===== src/rtl/op_dispatcher.sv =====
// op_dispatcher: registered, flow-controlled monitor-link op decoder.
// Decodes 16-bit packets into one-cycle command pulses, tracks the audio
// stream state (IDLE/RUN22/RUN44) with an idle timeout, and forwards
// sample payloads through a one-entry valid/ready output buffer.
// Ports: clk, reset (sync, active-high); op/op_valid/op_ready packet in;
// power_on_r1, kbd_led_update, all_1_packet, audio_start, orphan_sample,
// stream_timeout pulses; audio_active, audio_rate_44k stream state;
// sample_data/sample_valid/sample_ready sample out; sample_count.
// Optional (OPDISP_ERR_STATS_EN): unknown_op_count, err_sticky.
module op_dispatcher #(
  parameter int OP_WIDTH = 16,
  parameter int SAMPLE_W = OP_WIDTH - 8,
  parameter int CNT_W    = 16,
  parameter int TIMEOUT  = 4096
) (
  input  logic                clk,
  input  logic                reset,
  input  logic [OP_WIDTH-1:0] op,
  input  logic                op_valid,
  output logic                op_ready,
  output logic                power_on_r1,
  output logic                kbd_led_update,
  output logic                all_1_packet,
  output logic                audio_start,
  output logic                audio_active,
  output logic                audio_rate_44k,
  output logic [SAMPLE_W-1:0] sample_data,
  output logic                sample_valid,
  input  logic                sample_ready,
  output logic [CNT_W-1:0]    sample_count,
  output logic                orphan_sample,
  output logic                stream_timeout
`ifdef OPDISP_ERR_STATS_EN
  ,
  output logic [15:0]         unknown_op_count,
  output logic                err_sticky
`endif
);

  localparam int TMO_W = (TIMEOUT > 2) ? $clog2(TIMEOUT) : 1;
  localparam logic [TMO_W-1:0] TMO_LAST =
    TMO_W'((TIMEOUT > 0) ? TIMEOUT - 1 : 0);

  localparam logic [OP_WIDTH-1:0] OP_PWR =
    {8'hc5, (OP_WIDTH-8)'(8'hef)};
  localparam logic [OP_WIDTH-1:0] OP_LED =
    {8'hc5, (OP_WIDTH-8)'(8'h00)};

  typedef enum logic [1:0] {
    S_IDLE,
    S_RUN22,
    S_RUN44
  } state_e;

  typedef enum logic [2:0] {
    K_NONE,
    K_PWR,
    K_LED,
    K_ALL1,
    K_S22,
    K_S44,
    K_SMP,
    K_UNK
  } kind_e;

  state_e               state_q, state_d;
  logic                 pwr_q, pwr_d;
  logic                 led_q, led_d;
  logic                 all1_q, all1_d;
  logic                 start_q, start_d;
  logic                 orphan_q, orphan_d;
  logic                 tmo_pulse_q, tmo_pulse_d;
  logic                 sv_q, sv_d;
  logic [SAMPLE_W-1:0]  sd_q, sd_d;
  logic [CNT_W-1:0]     cnt_q, cnt_d;
  logic [TMO_W-1:0]     tmo_cnt_q, tmo_cnt_d;

  logic [7:0]           cmd;
  logic [SAMPLE_W-1:0]  payload;
  logic                 op_acc;
  logic                 running;
  kind_e                kind;

  assign cmd     = op[OP_WIDTH-1 -: 8];
  assign payload = SAMPLE_W'(op[OP_WIDTH-9:0]);

  // Backpressure depends only on the buffer, so packets of every kind
  // stall together and command order is preserved.
  assign op_ready = !sv_q || sample_ready;
  assign op_acc   = op_valid && op_ready;
  assign running  = (state_q != S_IDLE);

  always_comb begin
    kind = K_NONE;
    if (op_acc) begin
      unique case (1'b1)
        (op == OP_PWR): kind = K_PWR;
        (op == OP_LED): kind = K_LED;
        (cmd == 8'hff): kind = K_ALL1;
        (cmd == 8'h1f): kind = K_S22;
        (cmd == 8'h0f): kind = K_S44;
        (cmd == 8'hc7): kind = K_SMP;
        default:        kind = K_UNK;
      endcase
    end
  end

  always_comb begin
    state_d     = state_q;
    pwr_d       = 1'b0;
    led_d       = 1'b0;
    all1_d      = 1'b0;
    start_d     = 1'b0;
    orphan_d    = 1'b0;
    tmo_pulse_d = 1'b0;
    sv_d        = sv_q;
    sd_d        = sd_q;
    cnt_d       = cnt_q;
    tmo_cnt_d   = '0;

    if (sv_q && sample_ready) begin
      sv_d = 1'b0;
    end

    // Idle timer; any packet below that touches the stream overrides it.
    if (running && (TIMEOUT != 0)) begin
      if (tmo_cnt_q == TMO_LAST) begin
        state_d     = S_IDLE;
        tmo_pulse_d = 1'b1;
      end else begin
        tmo_cnt_d = tmo_cnt_q + 1'b1;
      end
    end

    case (kind)
      K_PWR: pwr_d = 1'b1;
      K_LED: led_d = 1'b1;
      K_ALL1: begin
        all1_d      = 1'b1;
        state_d     = S_IDLE;
        sv_d        = 1'b0;
        tmo_pulse_d = 1'b0;
        tmo_cnt_d   = '0;
      end
      K_S22, K_S44: begin
        start_d     = 1'b1;
        state_d     = (kind == K_S44) ? S_RUN44 : S_RUN22;
        cnt_d       = '0;
        tmo_pulse_d = 1'b0;
        tmo_cnt_d   = '0;
      end
      K_SMP: begin
        if (running) begin
          sd_d        = payload;
          sv_d        = 1'b1;
          state_d     = state_q;
          tmo_pulse_d = 1'b0;
          tmo_cnt_d   = '0;
          if (cnt_q != '1) begin
            cnt_d = cnt_q + 1'b1;
          end
        end else begin
          orphan_d = 1'b1;
        end
      end
      default: ;
    endcase
  end

  always_ff @(posedge clk) begin
    if (reset) begin
      state_q     <= S_IDLE;
      pwr_q       <= 1'b0;
      led_q       <= 1'b0;
      all1_q      <= 1'b0;
      start_q     <= 1'b0;
      orphan_q    <= 1'b0;
      tmo_pulse_q <= 1'b0;
      sv_q        <= 1'b0;
      sd_q        <= '0;
      cnt_q       <= '0;
      tmo_cnt_q   <= '0;
    end else begin
      state_q     <= state_d;
      pwr_q       <= pwr_d;
      led_q       <= led_d;
      all1_q      <= all1_d;
      start_q     <= start_d;
      orphan_q    <= orphan_d;
      tmo_pulse_q <= tmo_pulse_d;
      sv_q        <= sv_d;
      sd_q        <= sd_d;
      cnt_q       <= cnt_d;
      tmo_cnt_q   <= tmo_cnt_d;
    end
  end

  assign power_on_r1    = pwr_q;
  assign kbd_led_update = led_q;
  assign all_1_packet   = all1_q;
  assign audio_start    = start_q;
  assign orphan_sample  = orphan_q;
  assign stream_timeout = tmo_pulse_q;
  assign audio_active   = running;
  assign audio_rate_44k = (state_q == S_RUN44);
  assign sample_data    = sd_q;
  assign sample_valid   = sv_q;
  assign sample_count   = cnt_q;

`ifdef OPDISP_ERR_STATS_EN
  logic [15:0] unk_cnt_q, unk_cnt_d;
  logic        err_q, err_d;
  logic        unk;

  assign unk = (kind == K_UNK);

  always_comb begin
    unk_cnt_d = unk_cnt_q;
    if (unk && (unk_cnt_q != 16'hffff)) begin
      unk_cnt_d = unk_cnt_q + 16'd1;
    end
    err_d = err_q | orphan_d | tmo_pulse_d | unk;
  end

  always_ff @(posedge clk) begin
    if (reset) begin
      unk_cnt_q <= '0;
      err_q     <= 1'b0;
    end else begin
      unk_cnt_q <= unk_cnt_d;
      err_q     <= err_d;
    end
  end

  assign unknown_op_count = unk_cnt_q;
  assign err_sticky       = err_q;
`endif

endmodule


===== config.mk =====
export PLATFORM = sky130hd
export DESIGN_NAME = op_dispatcher
export DESIGN_NICKNAME = d
export VERILOG_FILES = /design/src/rtl/op_dispatcher.sv
export SDC_FILE = /design/constraint.sdc
export NUM_CORES = 1
export LEC_CHECK = 0
export CAP_MARGIN = 20
export CELL_PAD_IN_SITES_DETAIL_PLACEMENT = 0
export CELL_PAD_IN_SITES_GLOBAL_PLACEMENT = 1
export CORE_ASPECT_RATIO = 1.25
export CORE_MARGIN = 2
export CORE_UTILIZATION = 35
export DETAILED_ROUTE_END_ITERATION = 8
export GPL_TIMING_DRIVEN = 0
export PLACE_DENSITY = 0.75
export SETUP_SLACK_MARGIN = 0.02
export SLEW_MARGIN = 10
export SYNTH_ARGS = -nofsm -noshare
export SYNTH_HDL_FRONTEND = slang
export SYNTH_SLANG_ARGS = --single-unit

===== constraint.sdc =====
create_clock -name clk -period 2.7 [get_ports clk]
set_clock_uncertainty 0.15 [all_clocks]
set_input_delay 0.54 -clock clk [delete_from_list [all_inputs] [get_ports clk]]
set_output_delay 0.54 -clock clk [all_outputs]
set_load 0.02 [all_outputs]

==> results of run 1 <==
==> worst register-to-register path: stages (launching register included) <==
cell and delay, ps:
dfxtp_1 450, nand4_1 210, nor3_1 470, a2111o_1 280
clkbuf_1 330, o21ai_0 150, a21oi_1 130
==> layer usage <==
layer	GRT usage, %	routed length (microns)	up-vias
li1	-	-	991
met1	19.7	2260	890
met2	28.0	2450	42
met3	3.92	220	6
met4	5.56	70	0
met5	0	0	-
==> kinds of logic after synthesis <==
kind of cell	synth area share, %
AND/OR/NAND/NOR	33.1
XOR/XNOR	4.21
flip-flops	43.3
buffers and inverters	3.31
AO/OA/AOI/OAI	11.0
multiplexers	3.85
adder cells (fa/ha/maj)	1.20
==> flip-flops by register name (all words and copies together), names as in the netlist <==
signal          flops
state_q             2
all_1_packet        1
sample_count       16
sample_valid        1
power_on_r1         1
tmo_cnt_q          12
audio_start         1
kbd_led_update      1
stream_timeout      1
sample_data         8
orphan_sample       1
==> power breakdown <==
part	internal, mW	total [mW]	switching [mW]
combinational	0.0312	0.0600	0.0287
clock	0.187	0.438	0.251
sequential	0.663	0.663	0.0000691
total	0.881	1.16	0.280
==> placed cells by master (no fill, tap or decap), types with 3 or more instances in the layout <==
| cell type | instances |
|---|---|
| or3_1 | 6 |
| nand2b_1 | 3 |
| inv_1 | 6 |
| nor2b_1 | 4 |
| o31ai_1 | 4 |
| a21oi_1 | 17 |
| and3_1 | 4 |
| clkdlybuf4s50_1 | 52 |
| o21ai_0 | 10 |
| nor2_1 | 29 |
| and4_1 | 5 |
| dfxtp_1 | 45 |
| nor3_1 | 7 |
| xor2_1 | 5 |
| nand3_1 | 11 |
| or3_2 | 4 |
| xnor2_1 | 5 |
| clkbuf_1 | 3 |
| clkbuf_8 | 6 |
| nand2_1 | 24 |
| or4_1 | 4 |
| mux2i_1 | 8 |
| nand4_1 | 11 |
==> path summary, 6_finish.rpt <==
check                           slack [ps]                to             from  cells past startpoint
worst max-delay path                   180          op_ready     sample_ready                      4
worst min-delay path                   320      tmo_cnt_q[0]     tmo_cnt_q[0]                      1
worst max register to register         470  sample_count[10]  sample_count[4]                      6
worst min register to register         320      tmo_cnt_q[0]     tmo_cnt_q[0]                      1
==> stage by stage <==
step                      util [%]  setup TNS, ps
after floorplan                  -              0
after global placement        46.4           -216
after detailed placement      46.4           -340
after CTS                     48.1              0
after global routing          48.1              0
final                         48.1              0
==> final cells by class <==
type,count,area [sq um],area share (%)
inverter,6,22.5,0.811
buffer,7,46.3,1.67
tap,66,82.6,2.97
sequential,45,901,32.4
timing repair buffer,52,520,18.7
multi-input combinational,184,1110,40.0
clock buffer,5,68.8,2.48
clock inverter,3,25.0,0.901
==> impl_metrics.json, run 1 <==
{
  "clock_path_buffers": 2,
  "die_h_microns": 90.2,
  "netlist_top_cells_area": "dfxtp_1 (43%), nor2_1 (5.2%), nand2_1 (4.3%)",
  "period_share_pct": 93.2,
  "cts_resized": 0,
  "hold_viol": 0,
  "synth_seq_cells": 45,
  "place_area_sq_um": 2680,
  "fp.dieArea_sq_um": 6580,
  "crit_required_ps": 2010,
  "postSynthCellCount": 242,
  "yosys.area.top_type": "dfxtp_1",
  "max_stage_delay_ps": 600,
  "async_flop_share_pct": 0,
  "vdd_drop_max_mv": 0.182,
  "grt_pass1_vias": 1921,
  "drive_gt1_share_pct": 7.62,
  "worst_path_max_delay_cell": "clkdlybuf4s50_1",
  "setup_viol": 0,
  "row_count": 31,
  "die_w_microns": 73.0,
  "num-nets-final": 323,
  "wirelength_microns": 5000,
  "rsz0062_at_grt": "false",
  "core_sq_um": 5780,
  "relSlewSlack_pct": 68.0,
  "worstSkewPairLatency_ps": 300,
  "initial_core_util_pct": 36.0,
  "hpwl_microns": 3820,
  "place_congestion": 0.720,
  "layout_setup_ws_ps": 184,
  "fin_cells": 368,
  "grt_max_degree": 17,
  "status": "finished clean",
  "nFillCells": 592,
  "dpl.cell_count": 360,
  "htree_num_levels": 2,
  "synth-edff-count": 0,
  "clockRootBuffer": "clkbuf_8",
  "grt.overflow.total": 0,
  "synth.most_common_cell": "dfxtp_1",
  "synth.avg_cell_area_sq_um": 8.60,
  "viasPerCell": 5.24,
  "syn_nets": 264,
  "yosys_warnings": 0,
  "synth_top_area_share_pct": 43.3,
  "drc": 0,
  "critPathMaxFanout": 8,
  "critPathMostFrequentCell": "clkdlybuf4s50_1",
  "track_usage_pct": 16.4,
  "p_leak_nw": 0.878,
  "worstPathCellList": "clkdlybuf4s50_1, nand2b_1, buf_6, clkdlybuf4s50_1",
  "antenna_found_initial": 0,
  "powerDensity_nw_per_um2": 418,
  "io_pins": 54,
  "antenna_left": 0,
  "holdWs_ps": 322,
  "cts_tree": "yes",
  "synth_seq_area_share_pct": 43.3,
  "clk_pin_slew_ps": 90,
  "post_cts_buffers": 0,
  "start_kind": "input pin",
  "dp_slack_ps": -70.2,
  "post_drt_wl_per_cell_microns": 13.6,
  "path_buf_inv": 3,
  "synth_flop_cell": "dfxtp_1",
  "min_path_type": "register to register",
  "cts_sinks": 45,
  "area_delta_synth_final_pct": 33.5,
  "grt_pass1_wl_microns": 8680,
  "cap_violations": 0,
  "crit_family": "buffers and inverters",
  "max_freq_mhz": 397,
  "synth.distinct_cells": 43,
  "port_buffers": 52,
  "drt_pass1_iterations": 4,
  "via_count": 1929,
  "fin_area_sq_um": 2780,
  "path_class": "input pin to primary output",
  "crit_arrival_ps": 1830,
  "finalCriticalPeriod_ps": 2520,
  "ys_top_cells_by_count": "dfxtp_1 (45), nor2_1 (29), nand2_1 (24)",
  "power_mw": 1.16,
  "syn_area_sq_um": 2080,
  "cts_hold_buf": 0,
  "maxSlewViolCount": 0,
  "drt-initial-drc-count": 59,
  "end_kind": "primary output",
  "n_antenna_cell": 0,
  "numCtsBuffers": 5,
  "worst_slew_pin_slew_ps": 477
}
No activity file was read; power rests on OpenSTA's default activity.
==> run 2, diff against run 1 <==
--- a/config.mk
+++ b/config.mk
@@ -5,7 +5,6 @@
 export SDC_FILE = /design/constraint.sdc
 export NUM_CORES = 1
 export LEC_CHECK = 0
-export CAP_MARGIN = 20
 export CELL_PAD_IN_SITES_DETAIL_PLACEMENT = 0
 export CELL_PAD_IN_SITES_GLOBAL_PLACEMENT = 1
 export CORE_ASPECT_RATIO = 1.25
==> results of run 2 <==
Same layout as run 1: the final DEF is identical, and so are final timing and power.
